File: config.mk
export PLATFORM = sky130hd
export DESIGN_NAME = spi_reg_bank
export DESIGN_NICKNAME = d
export VERILOG_FILES = /design/src/rtl/spi_reg_bank.sv
export SDC_FILE = /design/constraint.sdc
export NUM_CORES = 1
export LEC_CHECK = 0
export CORE_MARGIN = 10
export CORE_UTILIZATION = 47
export CTS_BUF_LIST = sky130_fd_sc_hd__clkbuf_4 sky130_fd_sc_hd__clkbuf_8 sky130_fd_sc_hd__clkbuf_16
export DETAILED_ROUTE_END_ITERATION = 8
export HOLD_SLACK_MARGIN = 0.05
export PLACE_DENSITY = 0.76
export SETUP_SLACK_MARGIN = 0.5
export SYNTH_ARGS = -nofsm -noshare
export SYNTH_HDL_FRONTEND = slang
export SYNTH_SLANG_ARGS = --single-unit
File: constraint.sdc
create_clock -name clk -period 1.4 [get_ports clk]
set_input_delay 0.28 -clock clk [delete_from_list [all_inputs] [get_ports clk]]
set_output_delay 0.28 -clock clk [all_outputs]
set_load 0.005 [all_outputs]
File: src/rtl/spi_reg_bank.sv
// rtl/spi_reg_bank.sv - SPI register bank: control/config registers, synchronised inputs, W1C events, irq
// Sits behind the SPI slave front-end; every output is driven from a flop.
module spi_reg_bank #(
   parameter int ADDR_W = 3,
   parameter int REG_W  = 8
) (
   input  logic                 clk,
   input  logic                 rstb,
   input  logic                 ena,
   input  logic [ADDR_W-1:0]    reg_addr,
   input  logic [REG_W-1:0]     reg_wdata,
   input  logic                 reg_wdata_dv,
   output logic [REG_W-1:0]     reg_rdata,
   output logic [7:0]           status,
   input  logic [REG_W-1:0]     hw_in,
   input  logic [REG_W-1:0]     event_in,
   output logic [REG_W-1:0]     ctrl_o,
   output logic [4*REG_W-1:0]   cfg_o,
   output logic                 irq_o
);

   localparam logic [2:0] A_CTRL  = 3'd0;
   localparam logic [2:0] A_CFG0  = 3'd1;
   localparam logic [2:0] A_CFG1  = 3'd2;
   localparam logic [2:0] A_CFG2  = 3'd3;
   localparam logic [2:0] A_CFG3  = 3'd4;
   localparam logic [2:0] A_HWIN  = 3'd5;
   localparam logic [2:0] A_EVENT = 3'd6;
   localparam logic [2:0] A_IRQEN = 3'd7;

   // CTRL bit 7 is a command strobe, never stored
   localparam logic [REG_W-1:0] CTRL_MASK = ~(REG_W'(8'h80));

   logic [REG_W-1:0]          ctrl_r;
   logic [3:0][REG_W-1:0]     cfg_r;
   logic [REG_W-1:0]          irqen_r;
   logic [REG_W-1:0]          evt_r;
   logic [REG_W-1:0]          hw_sync1;
   logic [REG_W-1:0]          hw_sync2;
   logic [REG_W-1:0]          ev_sync1;
   logic [REG_W-1:0]          ev_sync2;
   logic [REG_W-1:0]          ev_prev;
   logic [2:0]                wr_cnt;
   logic                      err_r;
   logic                      irq_r;
   logic [REG_W-1:0]          rdata_r;

   logic [ADDR_W:0]           addr_ext;
   logic                      addr_oob;
   logic [2:0]                addr_lo;
   logic                      wr_en;
   logic                      wr_illegal;
   logic                      wr_ok;
   logic                      err_clr;
   logic [REG_W-1:0]          evt_edge;
   logic [REG_W-1:0]          evt_clr;
   logic [REG_W-1:0]          evt_next;
   logic [REG_W-1:0]          rd_next;

   assign addr_ext   = {1'b0, reg_addr};
   assign addr_oob   = (addr_ext >> 3) != '0;
   assign addr_lo    = reg_addr[2:0];

   assign wr_en      = reg_wdata_dv & ena;
   assign wr_illegal = wr_en & (addr_oob | (addr_lo == A_HWIN));
   assign wr_ok      = wr_en & ~wr_illegal;
   assign err_clr    = wr_ok & (addr_lo == A_CTRL) & reg_wdata[7];

   // A freshly detected edge overrides a same-cycle W1C on that bit
   assign evt_edge   = ev_sync2 & ~ev_prev;
   assign evt_clr    = (wr_ok && addr_lo == A_EVENT) ? reg_wdata : '0;
   assign evt_next   = (evt_r & ~evt_clr) | evt_edge;

   always_comb begin
      rd_next = '0;
      if (!addr_oob) begin
         case (addr_lo)
            A_CTRL:  rd_next = ctrl_r & CTRL_MASK;
            A_CFG0:  rd_next = cfg_r[0];
            A_CFG1:  rd_next = cfg_r[1];
            A_CFG2:  rd_next = cfg_r[2];
            A_CFG3:  rd_next = cfg_r[3];
            A_HWIN:  rd_next = hw_sync2;
            A_EVENT: rd_next = evt_r;
            A_IRQEN: rd_next = irqen_r;
            default: rd_next = '0;
         endcase
      end
   end

   always_ff @(posedge clk) begin
      if (!rstb) begin
         ctrl_r   <= '0;
         cfg_r    <= '0;
         irqen_r  <= '0;
         evt_r    <= '0;
         hw_sync1 <= '0;
         hw_sync2 <= '0;
         ev_sync1 <= '0;
         ev_sync2 <= '0;
         ev_prev  <= '0;
         wr_cnt   <= '0;
         err_r    <= 1'b0;
         irq_r    <= 1'b0;
         rdata_r  <= '0;
      end else if (ena) begin
         hw_sync1 <= hw_in;
         hw_sync2 <= hw_sync1;
         ev_sync1 <= event_in;
         ev_sync2 <= ev_sync1;
         ev_prev  <= ev_sync2;
         evt_r    <= evt_next;
         irq_r    <= |(evt_r & irqen_r);
         rdata_r  <= rd_next;

         if (wr_ok) begin
            wr_cnt <= wr_cnt + 3'd1;
            case (addr_lo)
               A_CTRL:  ctrl_r   <= reg_wdata & CTRL_MASK;
               A_CFG0:  cfg_r[0] <= reg_wdata;
               A_CFG1:  cfg_r[1] <= reg_wdata;
               A_CFG2:  cfg_r[2] <= reg_wdata;
               A_CFG3:  cfg_r[3] <= reg_wdata;
               A_IRQEN: irqen_r  <= reg_wdata;
               default: ;
            endcase
         end

         if (wr_illegal) begin
            err_r <= 1'b1;
         end else if (err_clr) begin
            err_r <= 1'b0;
         end
      end
   end

   assign reg_rdata = rdata_r;
   assign ctrl_o    = ctrl_r;
   assign cfg_o     = cfg_r;
   assign irq_o     = irq_r;
   assign status    = {irq_r, err_r, 3'b000, wr_cnt};

endmodule

# After elaboration in Yosys (flattened, before gate mapping)

Cells that the tools add are included.

Bits in registers: 108
Bits of input ports: 31
Word-level logic and storage cells: 52

$add $sub $neg: 1
Eq/ne operators: 7
Muxes and demuxes: 4
Bitwise logic cells: 12
Reduce and logical (&&, ||, !) cells: 12

Operator list:

| kind                  | number |
|---|---|
| $pmux W8 S8           | 1 |
| $and A8 B8 Y8         | 3 |
| $reduce_and A3 Y1     | 6 |
| $not A8 Y8            | 2 |
| $eq A3 B3 Y1 const B  | 4 |
| $mux W8               | 1 |
| $or A8 B8 Y8          | 1 |
| $reduce_or A8 Y1      | 1 |
| $eq A3 B2 Y1 const B  | 2 |
| $and A1 B1 Y1         | 5 |
| $reduce_and A2 Y1     | 2 |
| $add A3 B1 Y3 const B | 1 |
| $eq A3 B1 Y1 const B  | 1 |
| $logic_not A3 Y1      | 1 |
| $mux W1               | 2 |
| $reduce_bool A2 Y1    | 1 |
| $logic_and A1 B1 Y1   | 1 |
| $not A1 Y1            | 1 |

# Logic depth before layout (Yosys ltp)

Depth in word-level cells: 9
Gate-level depth with buffers: 7
Gate-level depth less buffers: 4

# Worst setup path after synthesis

No wires, ideal clock.

Path kind: input -> register
Start point: input ena
End point: register cfg_r, in the netlist cfg_o[0]
Library setup time: 116 ps
Arrival: 1320 ps
Data required time: 1284 ps
Path slack: -36 ps
Cell stages on the path: 6
Buffers on the path: 2
Path through: buf_4 -> nand2_2 -> or4b_1 -> buf_4 -> mux2i_1 -> nor2b_1

Cells in the longest elaborated chain, start to end: 5

RTL lines:

| element                                | RTL line | RTL |
|---|---|---|
| start, declared                        | 9        | `input logic ena,` |
| $and A1 B1 Y1                          | 64       | `assign wr_en = reg_wdata_dv & ena;` |
| $and A1 B1 Y1                          | 65       | `assign wr_illegal = wr_en & (addr_oob \| (addr_lo == A_HWIN));` |
| $not A1 Y1                             | 66       | `assign wr_ok = wr_en & ~wr_illegal;` |
| $and A1 B1 Y1                          | 66       |  |
| $reduce_and A3 Y1 (no source line) (*) | --       |  |
| end, declared                          | 35       | `logic [3:0][REG_W-1:0] cfg_r;` |

Every way passes the cells marked *; elsewhere a longest branch is shown, timed or not.
A chain may end at the register's enable or synchronous reset.

# Worst setup path after layout

Start point: input reg_addr[1]
End point: register rdata_r[2] (netlist: reg_rdata[2])

Cells in the longest elaborated chain, start to end: 2

RTL lines:

| element                                    | RTL line | RTL |
|---|---|---|
| start, declared                            | 10       | `input logic [ADDR_W-1:0] reg_addr,` |
| $eq A3 B3 Y1, or another cell as far along | 77       | `case (addr_lo)` |
| $pmux W8 S8 (*)                            | 77       |  |
| end signal, assigned                       | 114      | `rdata_r <= rd_next;` |
| end, declared                              | 46       | `logic [REG_W-1:0] rdata_r;` |

Marks and branches as above.

==> run summary <==
outcome: finished clean
post-route total power: 6.41 mW
clock latency reported for the late side of the worst-skew pair: 0.39 ns
hold wc startpoint: rstb
compound-cell area share of the yosys netlist: 10.7%
vias per inst: 5.69
Register Area: 2240 µm²
Core Region: 9860 µm²
root buffer cell: sky130_fd_sc_hd__clkbuf_8
share of post-route cells with drive strength above 1: 49.2%
cell accounting for the most synthesized area: sky130_fd_sc_hd__dfxtp_1
power per cell area: 839 nW/µm²
crit end category: flop
count of final max-slew check failures: 0
Crit Reg-Reg Startpoint: cfg_o[19]$_SDFFE_PN0P_
part of the cycle the worst path needs: 91.6%
Area Overhead vs Synth: 59.5%
wire length per cell after detailed routing: 23.1 µm
mean instance size in the synthesized netlist: 9.97 µm²
leftover overflow at the end of global routing: 0
pin count of the biggest net entering global routing: 34
Min-Delay Path Class: input pin to flop
Min Clock Period, post-route: 1.28 ns
async set-or-reset flop fraction in the synthesized netlist: 0%
Remaining DRCs: 0
Total Routing Usage GR: 21.2%
WL final: 18,500 µm
horizontal extent of the die: 121 µm
iteration count of the initial detailed-routing pass: 7
first-pass GRT wire length: 24,400 µm
setup repair after global routing missed its margin: yes
maximum clock insertion buffer count: 2
Worst Setup Start Kind: input pin
largest vdd supply drop: 833 µV
clock-pin slew of the registers on the worst-case setup and hold paths: 0.10 ns
I/O pin count: 88
clock tree from TritonCTS: built
setup ws final: 0.118 ns
Filler cells: 533
Post-layout nets: 694
total setup violations reported at the end of the flow: 0
top-count cell post-synth: sky130_fd_sc_hd__dfxtp_1
final weighted congestion in routability-driven placement: 0.994
number of maximum-capacitance violations: 0
footprint of the multi-input gates: 2820 µm²
required time of the critical path: 1.68 ns
antenna violations before repair: 0
cell count after synthesis: 480
combinational family with the most area after synthesis: multiplexers
post-synthesis cell type count: 39
effective utilization at floorplan: 48.5%
most instantiated cells after synthesis: sky130_fd_sc_hd__dfxtp_1 (108), sky130_fd_sc_hd__mux2i_1 (95), sky130_fd_sc_hd__nor2b_1 (80)
YS warnings: 0
portion of netlist area occupied by mux cells: 20.3%
dominant register cell in the synthesized netlist: sky130_fd_sc_hd__dfxtp_1
share of the yosys chip area belonging to registers: 45.2%
final number of hold-violating endpoints: 0
Die Outline Area: 14,600 µm²
top cells by area, synth: sky130_fd_sc_hd__dfxtp_1 (45%), sky130_fd_sc_hd__mux2i_1 (20%), sky130_fd_sc_hd__nor2b_1 (10%), sky130_fd_sc_hd__o21ai_0 (3.5%), sky130_fd_sc_hd__a21boi_0 (2.7%)
# placed instances: 709
area share of the largest cell type after synthesis: 45.2%
number of DRC markers after the initial detailed-route iteration: 533
count of vias placed by the detailed router: 4,555
category of the most critical setup path: input pin to flop
vias in the first global route: 4,554
depth of the CTS H-tree: 3
number of port buffers: 83
remaining number of nets flagged by the antenna check after routing: 0
adder and majority gate portion of the synthesized area: 0.262%
area share of and/or/nand/nor cells after synthesis: 17.4%
f_max: 0.780 GHz
HPWL after detailed placement: 9580 µm
startpoint of the most critical setup path: reg_addr[1]
standard-cell rows: 36
number of enable flip-flop cells after synthesis: 0
leakage: 3.08 nW
final clock skew: 0.0130 ns
parity-gate share of the synthesized area counting xor and xnor cells: 0.366%
synthesized area: 4780 µm²
largest driver fanout on the critical path: 6
placement-stage worst setup slack: -0.593 ns
n_diodes: 0
total clock sinks: 108
data arrival time of the critical path: 1.56 ns
die extent in y: 121 µm
number of buffers added by the clock tree synthesis step: 9
number of register bits inferred by synthesis: 108
Post-Layout Cell Count: 800
[repair_timing]
item,4_1_cts,5_1_grt
setup buffers,59,12
cloned,3,1
hold endpoints to repair,0,0
hold buffers,0,0
endpoints found under the setup margin,143,131
resized for setup,422,89
pin swaps,37,33
[routing by layer]
metal	GRT usage (%)	part of all wire, %	vias up	wire length (µm)
met4	11.4	6.3	0	1170
li1	-	-	2003	-
met3	5.68	8.4	117	1540
met2	36.7	50	284	9280
met1	23.2	35	2151	6480
met5	0	0	-	0
[sequential cells by signal (all words and copies together), names as in the netlist]
register	count
cfg_o	32
ctrl_o	7
err_r	1
ev_prev	8
ev_sync1	8
ev_sync2	8
evt_r	8
hw_sync1	8
hw_sync2	8
irq_o	1
irqen_r	8
reg_rdata	8
wr_cnt	3
[cells by family after synthesis]
group / Yosys count
multiplexers: 96
XOR/XNOR: 2
flip-flops: 108
AO/OA/AOI/OAI: 80
other: 1
adder cells (fa/ha/maj): 1
buffers and inverters: 55
AND/OR/NAND/NOR: 137
[final cells by class]
class	instances	share of cell area, %
timing repair buffer	208	27.8
multi-input combinational	320	37.0
clock buffer	10	1.72
inverter	15	0.770
tap	133	2.18
sequential	108	29.4
clock inverter	6	1.16
[critical path, stage by stage]
cell and delay [ns]:
sky130_fd_sc_hd__buf_12 0.11, sky130_fd_sc_hd__buf_8 0.13, sky130_fd_sc_hd__buf_16 0.13, sky130_fd_sc_hd__buf_8 0.15, sky130_fd_sc_hd__mux2i_1 0.22, sky130_fd_sc_hd__o22ai_1 0.15, sky130_fd_sc_hd__a211oi_2 0.29, sky130_fd_sc_hd__o21ai_1 0.10
[worst paths after layout]
kind,to,slack (ns),cells past startpoint
setup reg to reg,reg_rdata[3]$_SDFFE_PN0P_,0.13,5
hold / removal,ctrl_o[4]$_SDFFE_PN0P_,0.31,2
setup / recovery,reg_rdata[2]$_SDFFE_PN0P_,0.12,8
hold reg to reg,reg_rdata[0]$_SDFFE_PN0P_,0.49,2
[cell usage in the layout, fill, tap and decap left out, drive strengths merged, types with 12 or more instances in the layout]
cell / synthesis / final
a21boi: 18 / 18
clkdlybuf4s50: 0 / 22
mux2i: 95 / 95
clkbuf: 17 / 12
nor2b: 81 / 81
inv: 15 / 15
o21ai: 33 / 33
buf: 23 / 182
nand2: 26 / 26
dfxtp: 108 / 108
[per-stage QoR]
stage | TNS, ns | utilization (%) | cell area (µm²) | hold WS, ns
2_1_floorplan | -0.0523 | - | 4890 | 0.425
3_3_place_gp | -30.65 | 61.1 | 6030 | 0.442
3_5_place_dp | -32.68 | 61.1 | 6030 | 0.455
4_1_cts | 0 | 72.4 | 7140 | 0.277
5_1_grt | 0 | 77.4 | 7630 | 0.298
6_report | 0 | 77.4 | 7630 | 0.305
[power breakdown]
part | switching, mW | internal (mW) | leakage [nW]
Combinational | 0.478 | 0.568 | 2.07
Sequential | 0.0690 | 3.15 | 0.906
Clock | 1.11 | 1.03 | 0.106
Total | 1.66 | 4.75 | 3.08
(Power assumes the default switching activity.)
